### src/rtl/reg_xfer_pkg.sv
// reg_xfer_pkg: shared encodings and default sizes for the register transfer controller
package reg_xfer_pkg;

    localparam int DEF_NREG  = 8;
    localparam int DEF_WIDTH = 16;
    localparam int DEF_SELW  = 3;

    typedef enum logic [1:0] {
        OP_MOVE  = 2'b00,
        OP_IMM   = 2'b01,
        OP_ALULD = 2'b10,
        OP_RSVD  = 2'b11
    } op_t;

    typedef enum logic [2:0] {
        S_IDLE,
        S_DRIVE,
        S_WRITE,
        S_DONE,
        S_ERR
    } state_t;

endpackage

### src/rtl/reg_xfer_ctrl_if.sv
// reg_xfer_ctrl_if: decoder-to-controller request/response channel
interface reg_xfer_ctrl_if
    import reg_xfer_pkg::*;
#(
    parameter int SELW  = DEF_SELW,
    parameter int WIDTH = DEF_WIDTH
);

    logic             req_valid;
    logic             req_ready;
    op_t              req_op;
    logic [SELW-1:0]  req_src;
    logic [SELW-1:0]  req_dst;
    logic [WIDTH-1:0] req_imm;
    logic             done;
    logic             err;

    modport master (
        output req_valid, req_op, req_src, req_dst, req_imm,
        input  req_ready, done, err
    );

    modport slave (
        input  req_valid, req_op, req_src, req_dst, req_imm,
        output req_ready, done, err
    );

endinterface

### src/rtl/reg_bus_mux.sv
// reg_bus_mux: NREG:1 register output mux onto the shared bus, zero when disabled
module reg_bus_mux
    import reg_xfer_pkg::*;
#(
    parameter int NREG  = DEF_NREG,
    parameter int WIDTH = DEF_WIDTH,
    parameter int SELW  = DEF_SELW
) (
    input  logic [SELW-1:0]       sel,
    input  logic                  en,
    input  logic [NREG*WIDTH-1:0] din,
    output logic [WIDTH-1:0]      dout
);

    always_comb begin
        dout = '0;
        for (int i = 0; i < NREG; i++)
            if (en && sel == SELW'(i)) dout = din[i*WIDTH +: WIDTH];
    end

endmodule

### src/rtl/reg_xfer_ctrl.sv
// reg_xfer_ctrl: sequences LDBUS/WR/LDALU strobes for one register transfer at a time
module reg_xfer_ctrl
    import reg_xfer_pkg::*;
#(
    parameter int NREG   = DEF_NREG,
    parameter int WIDTH  = DEF_WIDTH,
    parameter int SELW   = DEF_SELW,
    parameter int AC_IDX = 0
) (
    input  logic                  clk,
    input  logic                  rst,
    reg_xfer_ctrl_if.slave        bus,
    input  logic [NREG*WIDTH-1:0] reg_bout,
    output logic [NREG-1:0]       ld_bus,
    output logic [NREG-1:0]       wr,
    output logic                  ld_alu,
    output logic [WIDTH-1:0]      bus_data
);

    state_t           state, state_n;
    op_t              op_q;
    logic [SELW-1:0]  src_q, dst_q;
    logic [WIDTH-1:0] imm_q, mux_out;
    logic             bad, busy, src_drv;

    assign bad = bus.req_op == OP_RSVD
              || (bus.req_op == OP_MOVE && int'(bus.req_src) >= NREG)
              || (bus.req_op != OP_ALULD && int'(bus.req_dst) >= NREG);

    always_ff @(posedge clk or posedge rst)
        if (rst) begin
            state <= S_IDLE;
            op_q  <= OP_MOVE;
            src_q <= '0;
            dst_q <= '0;
            imm_q <= '0;
        end else begin
            state <= state_n;
            if (bus.req_valid && bus.req_ready) begin
                op_q  <= bus.req_op;
                src_q <= bus.req_src;
                dst_q <= bus.req_dst;
                imm_q <= bus.req_imm;
            end
        end

    // ALU loads have no bus source, so they go straight to the write phase
    always_comb begin
        state_n = state;
        case (state)
            S_IDLE:  if (bus.req_valid) state_n = bad ? S_ERR : (bus.req_op == OP_ALULD ? S_WRITE : S_DRIVE);
            S_DRIVE: state_n = S_WRITE;
            S_WRITE: state_n = S_DONE;
            default: state_n = S_IDLE;
        endcase
    end

    assign busy    = state == S_DRIVE || state == S_WRITE;
    assign src_drv = busy && op_q == OP_MOVE;

    always_comb begin
        ld_bus = '0;
        wr     = '0;
        for (int i = 0; i < NREG; i++) begin
            ld_bus[i] = src_drv && src_q == SELW'(i);
            wr[i]     = state == S_WRITE && (op_q == OP_MOVE || op_q == OP_IMM) && dst_q == SELW'(i);
        end
    end

    assign ld_alu        = state == S_WRITE && op_q == OP_ALULD && AC_IDX < NREG;
    assign bus_data      = busy && op_q == OP_IMM ? imm_q : mux_out;
    assign bus.req_ready = state == S_IDLE;
    assign bus.done      = state == S_DONE;
    assign bus.err       = state == S_ERR;

    reg_bus_mux #(.NREG(NREG), .WIDTH(WIDTH), .SELW(SELW)) u_mux (
        .sel  (src_q),
        .en   (src_drv),
        .din  (reg_bout),
        .dout (mux_out)
    );

endmodule

### src/flat_wrapper.sv
// flat-port wrapper written by rule: the top's interface ports become plain ports
module reg_xfer_ctrl_flat import reg_xfer_pkg::*;
#(
    parameter int NREG   = DEF_NREG,
    parameter int WIDTH  = DEF_WIDTH,
    parameter int SELW   = DEF_SELW,
    parameter int AC_IDX = 0
)
  (clk, rst, reg_bout, ld_bus, wr, ld_alu, bus_data, bus_req_valid, bus_req_op, bus_req_src, bus_req_dst, bus_req_imm, bus_req_ready, bus_done, bus_err);
  reg_xfer_ctrl_if #(.SELW(SELW), .WIDTH(WIDTH)) bus_i ();
  input  logic clk;
  input  logic rst;
  input  logic [NREG*WIDTH-1:0] reg_bout;
  output logic [NREG-1:0] ld_bus;
  output logic [NREG-1:0] wr;
  output logic ld_alu;
  output logic [WIDTH-1:0] bus_data;
  input wire logic [$bits(bus_i.req_valid)-1:0] bus_req_valid;
  input wire logic [$bits(bus_i.req_op)-1:0] bus_req_op;
  input wire logic [$bits(bus_i.req_src)-1:0] bus_req_src;
  input wire logic [$bits(bus_i.req_dst)-1:0] bus_req_dst;
  input wire logic [$bits(bus_i.req_imm)-1:0] bus_req_imm;
  output wire logic [$bits(bus_i.req_ready)-1:0] bus_req_ready;
  output wire logic [$bits(bus_i.done)-1:0] bus_done;
  output wire logic [$bits(bus_i.err)-1:0] bus_err;
  assign bus_i.req_valid = bus_req_valid;
  assign bus_i.req_op = bus_req_op;
  assign bus_i.req_src = bus_req_src;
  assign bus_i.req_dst = bus_req_dst;
  assign bus_i.req_imm = bus_req_imm;
  assign bus_req_ready = bus_i.req_ready;
  assign bus_done = bus_i.done;
  assign bus_err = bus_i.err;
  reg_xfer_ctrl #(.NREG(NREG), .WIDTH(WIDTH), .SELW(SELW), .AC_IDX(AC_IDX)) u_core (.clk(clk), .rst(rst), .bus(bus_i), .reg_bout(reg_bout), .ld_bus(ld_bus), .wr(wr), .ld_alu(ld_alu), .bus_data(bus_data));
endmodule
### config.mk
export PLATFORM = sky130hd
export DESIGN_NAME = reg_xfer_ctrl_flat
export DESIGN_NICKNAME = d
export VERILOG_FILES = /design/src/rtl/reg_xfer_pkg.sv /design/src/rtl/reg_xfer_ctrl_if.sv /design/src/rtl/reg_bus_mux.sv /design/src/rtl/reg_xfer_ctrl.sv /design/src/flat_wrapper.sv
export SDC_FILE = /design/constraint.sdc
export NUM_CORES = 1
export LEC_CHECK = 0
export CORE_ASPECT_RATIO = 0.9
export CORE_MARGIN = 2
export CORE_UTILIZATION = 39
export DETAILED_ROUTE_END_ITERATION = 10
export PLACE_DENSITY = 0.87
export SLEW_MARGIN = 20
export SYNTH_ARGS = -nofsm -noshare
export SYNTH_HDL_FRONTEND = slang
export SYNTH_SLANG_ARGS = --single-unit
### constraint.sdc
create_clock -name clk -period 3 [get_ports clk]
set_input_delay 0.3 -clock clk [delete_from_list [all_inputs] [get_ports clk]]
set_output_delay 0.3 -clock clk [all_outputs]
set_load 0.005 [all_outputs]
* Word-level counts from Yosys, hierarchy flattened
Cells that the tools add are included.
** Operators by class
- $add $sub $neg :: 0
- Multiply operators :: 0
- Div/mod/pow operators :: 0
- $lt $le $gt $ge :: 0
- Equal/unequal tests :: 23
- Shift operators :: 0
- Mux-type cells :: 13
- Bitwise logic cells :: 0
- Reductions and logical operators :: 27
** Operators with widths (number)
- $mux 16 :: 9
- $eq 3x3->1 const B :: 9
- $logic_and 1x1->1 :: 21
- $eq 3x2->1 const B :: 6
- $eq 3x1->1 const B :: 3
- $logic_not 3->1 :: 3
- $pmux 3 s3 :: 1
- $eq 2x2->1 const B :: 3
- $mux 3 :: 2
- $eq 2x1->1 const B :: 1
- $logic_not 2->1 :: 1
- $logic_or 1x1->1 :: 2
- $mux 2 :: 1
- $ne 2x2->1 const B :: 1
** Storage, ports and cells
- Register bits after elaboration :: 27
- Latch bits :: 0
- RAM bits :: 0
- Memory bits (read-only) :: 0
- Input bits :: 155
- Output and inout port bits :: 36
- Word-level logic and storage cells :: 68
- Memories kept :: 0

* Longest topological paths before layout
- Depth after elaboration :: 13
- Gate-level depth with buffers :: 7
- Gate-level depth less buffers :: 4

* Hierarchy
Synthesis repeated with hierarchy kept, for this count alone.
** Second synthesis, totals
- Cells, all modules :: 290
- Area, all modules :: 2886.5 sq um
** Modules (own cells, without submodules)
- reg_xfer_ctrl :: times used 1, cells an instance 121, area an instance 1626.6 sq um, sequential area each 675.6 sq um
- reg_bus_mux :: times used 1, cells an instance 169, area an instance 1260.0 sq um, sequential area each 0.0 sq um

* Worst setup path after synthesis
Ideal clock, no wire load.
- Path kind :: register to output
- Start :: register u_core.state[2]
- End :: output bus_data[0]
- Arrival :: 1.592 ns
- Required time :: 2.700 ns
- Setup slack :: 1.108 ns
- Cell stages (with the launch flop) :: 6
- Buffers on the path :: 1
- Path through :: dfrtp_1 -> buf_6 -> or4b_4 -> o21ai_0 -> o221ai_1 -> a311oi_1
** On the way
- Cells in the longest elaborated chain, start to end :: 13
- Elaborated cells on any way between the ends :: 22
** RTL lines
- from (decl) :: RTL line reg_xfer_ctrl.sv:20 : state_t state, state_n;
- from (signal assigned) :: RTL line reg_xfer_ctrl.sv:38 : state <= state_n;
- $eq 3x1->1 or $eq 3x2->1 (tied branches) :: RTL line reg_xfer_ctrl.sv:58 : assign busy = state == S_DRIVE || state == S_WRITE;
- $logic_or 1x1->1 * :: RTL line reg_xfer_ctrl.sv:58
- $logic_and 1x1->1 :: RTL line reg_xfer_ctrl.sv:59 : assign src_drv = busy && op_q == OP_MOVE;
- $logic_and 1x1->1 :: RTL line reg_bus_mux.sv:18 : if (en && sel == SELW'(i)) dout = din[i*WIDTH +: WIDTH];
- $mux 16 (8 in series) :: RTL line reg_bus_mux.sv:18
- $mux 16 * :: RTL line reg_xfer_ctrl.sv:71 : assign bus_data = busy && op_q == OP_IMM ? imm_q : mux_out;
- to (decl) :: RTL line flat_wrapper.sv:17 : output logic [WIDTH-1:0] bus_data;
Every way passes the cells marked *; elsewhere a longest branch is shown, timed or not.

* Worst setup path after layout
- Start :: register u_core.op_q[0]
- End :: output bus_data[10]
** On the way
- Cells in the longest elaborated chain, start to end :: 12
- Elaborated cells on any way between the ends :: 21
** RTL lines
- from (decl) :: RTL line reg_xfer_ctrl.sv:21 : op_t op_q;
- from (signal assigned) :: RTL line reg_xfer_ctrl.sv:40 : op_q <= bus.req_op;
- $logic_not 2->1 :: RTL line reg_xfer_ctrl.sv:59
- $logic_and 1x1->1 :: RTL line reg_xfer_ctrl.sv:59
- $logic_and 1x1->1 :: RTL line reg_bus_mux.sv:18
- $mux 16 (8 in series) :: RTL line reg_bus_mux.sv:18
- $mux 16 * :: RTL line reg_xfer_ctrl.sv:71
Marks and branches as above.

==> flow_metrics.py <==
metrics = {
    "status": {
        "status": "complete, no violations",
    },
    "clocking": {
        "clkSinkCount": 27,
        "clockRootBuffer": "clkbuf_8",
        "clk_pin_slew_ps": 100,
        "ctsHoldBuffers": 0,
        "clk-insertion-delay-late_ps": 270,
        "cts_inserted_buffers": 3,
        "cts_tree": "done",
        "htree_levels": 1,
        "clock_path_buffers": 2,
    },
    "worst_setup_path": {
        "crit_start": "u_core.op_q[0]$_DFFE_PP0P_",
        "crit_fanout": 10,
        "startpoint_type": "flip-flop",
        "reg2reg_from": "u_core.state[0]$_DFFE_PP0P_",
        "cp_top_family": "simple AND/OR/NAND/NOR gates",
        "crit_chain": "or4b_4 -> nor2_8 -> o221ai_1 -> a311oi_1 -> clkdlybuf4s50_1",
        "crit_end": "bus_data[10]",
        "path_depth": 5,
        "end_kind": "primary output",
        "worst-path-buf-inv": 1,
        "regToRegSetupSlack_ps": 1210,
        "critPathSlowestCell": "or4b_4",
        "arrival_ps": 2550,
        "max_stage_delay_ps": 620,
        "r2r_cells": 4,
        "required_ps": 2700,
        "crit_type": "reg -> out",
        "r2r-end": "u_core.imm_q[7]$_DFFE_PP0P_",
    },
    "timing": {
        "drv_slew": 0,
        "setup_viol": 0,
        "fmax_ghz": 0.351,
        "tightest_slew_ps": 726,
        "finalSetupTns_ps": 0,
        "rsz0062_at_grt": "no",
        "post-route-period-util": 0.949,
        "slew_headroom": 0.513,
        "fin_ws_ps": 152,
        "hold_ws_ps": 402,
        "timing.final.crit_period_ps": 2850,
        "fin_skew_ps": 3.64,
        "hold_violations": 0,
    },
    "global_routing": {
        "grt_max_degree": 36,
        "grt_pass1_vias": 3080,
        "gr-usage-all-layers": 0.254,
        "grt_pass1_wl_mm": 15.9,
        "antenna_found_initial": 0,
        "overflow": 0,
    },
    "logic_synthesis": {
        "synth_flop_cell": "dfrtp_1",
        "synth_cell_types": 40,
        "syn-num-nets": 448,
        "ys_seq_area_frac": 0.241,
        "synth_warnings": 0,
        "avgSynthCellArea_um2": 9.56,
        "synth-edff-count": 0,
        "syn-instance-count": 293,
        "ys_ff_latch": 27,
        "synthArstFlopShare": 1.00,
        "synth_area_um2": 2800,
    },
    "layout": {
        "area_growth_pct": 70.6,
        "multiInputGateArea_um2": 1900,
        "drive_above_1_share": 0.160,
        "layout_common_cells": "190 x clkdlybuf4s50_1, 35 x o21ai_0, 34 x nor2_1",
        "finalInstanceArea_um2": 4780,
        "fillers": 539,
        "seqCellArea_um2": 679,
        "final_common_cell": "clkdlybuf4s50_1",
        "stdcell_count": 563,
        "layout.nets": 626,
        "num_antenna_cells": 0,
    },
    "detailed_routing": {
        "drt-total-wl_mm": 9.91,
        "drt_iter0_markers": 160,
        "ant_nets": 0,
        "dr.pass1.iters": 4,
        "post-route-drc-count": 0,
        "routedWlPerCell_um": 17.6,
        "via_per_inst": 5.47,
        "vias": 3077,
    },
    "placed_design": {
        "hpwl_mm": 8.20,
        "place_inst": 555,
        "dp_worst_setup_slack_ps": 354,
        "place.gp.congestion": 0.852,
        "placed_area_um2": 4700,
        "io_buffers": 190,
    },
    "floorplanning": {
        "die_w_um": 93.3,
        "dieArea_um2": 7880,
        "core_area_um2": 7000,
        "die_h_um": 84.4,
        "row_count": 29,
        "start_util": 0.400,
        "num_io_pins": 191,
    },
    "pwr": {
        "ir_worst_vdd_mv": 0.335,
        "p_leak_nw": 1.74,
        "p_per_area_nw_per_um2": 752,
    },
    "worst_hold_path": {
        "holdCritPathClass": "in -> async",
    },
    "run": {
        "drv_cap": 0,
    },
}
==> metal layers <==
layer	wire length, um	global-route usage	vias to the layer above
li1	-	-	1464
met3	752	0.0422	18
met2	4930	0.429	144
met5	0	0	-
met4	273	0.0829	0
met1	3960	0.333	1451
==> flip-flops by register name (all words and copies together) (netlist names) <==
name and flops:
u_core.imm_q 16, u_core.op_q 2, u_core.src_q 3, u_core.dst_q 3
u_core.state 3
==> Yosys cell counts, types with 2 or more instances <==
library cell / n / area [um^2]
a21oi_1: 4 / 20.0
a221oi_1: 3 / 26.3
a22oi_1: 11 / 82.6
a311oi_1: 3 / 26.3
and3_1: 3 / 18.8
buf_2: 6 / 30.0
buf_4: 8 / 60.1
buf_6: 6 / 67.6
clkbuf_1: 6 / 22.5
clkbuf_4: 2 / 15.0
dfrtp_1: 27 / 676
inv_1: 5 / 18.8
mux2_2: 25 / 282
mux2i_1: 3 / 30.0
mux4_2: 25 / 563
nand2_1: 20 / 75.1
nand2b_1: 6 / 37.5
nand3_1: 2 / 10.0
nor2_1: 34 / 128
nor2b_1: 12 / 75.1
nor3_1: 11 / 55.1
nor3b_1: 2 / 15.0
o21ai_0: 35 / 175
o21ai_1: 10 / 50.1
o221ai_1: 6 / 52.6
o22ai_1: 2 / 12.5
or2b_1: 3 / 22.5
==> how the worst min path moves through the flow <==
stage	end	slack, ps	depth (start not counted)
4_1_cts	u_core.imm_q[3]$_DFFE_PP0P_	520	1
3_3_place_gp	u_core.imm_q[4]$_DFFE_PP0P_	490	1
6_report	u_core.imm_q[3]$_DFFE_PP0P_	400	2
5_1_grt	u_core.imm_q[3]$_DFFE_PP0P_	450	2
2_1_floorplan	u_core.dst_q[0]$_DFFE_PP0P_	350	1
3_5_place_dp	u_core.imm_q[9]$_DFFE_PP0P_	500	1
==> through the flow <==
step,util,power [mW]
5_1_grt,0.682,3.88
4_1_cts,0.678,3.58
2_1_floorplan,-,2.46
3_3_place_gp,0.671,3.30
6_report,0.682,3.59
3_5_place_dp,0.671,3.35
==> timing repair <==
item,in CTS,in global routing
setup endpoints to repair,0,3
endpoints found under the hold margin,0,0
gates resized for setup,0,1
setup buffers,0,4
==> final cells by class <==
cell class / count / share of cell area
Timing Repair Buffer: 202 / 0.422
Multi-Input combinational cell: 232 / 0.397
Sequential cell: 27 / 0.142
Tap cell: 93 / 0.0244
Clock buffer: 3 / 0.00864
Inverter: 5 / 0.00393
Clock inverter: 1 / 0.00157
==> report_power, final <==
group | switching (mW) | internal, mW | total (mW)
logic | 1.07 | 1.48 | 2.56
clock network | 0.119 | 0.0942 | 0.213
registers | 0.277 | 0.548 | 0.825
total | 1.47 | 2.12 | 3.59
==> cells by family (layout without fill, tap and decap cells) <==
group	after synthesis	after routing	share of synthesized area
mux	53	53	0.312
buf+inv	34	211	0.0813
simple gates	100	100	0.184
xor+xnor	2	2	0.0130
flops	27	27	0.241
compound gates	77	77	0.168
Power figures use the tool's default switching activity.
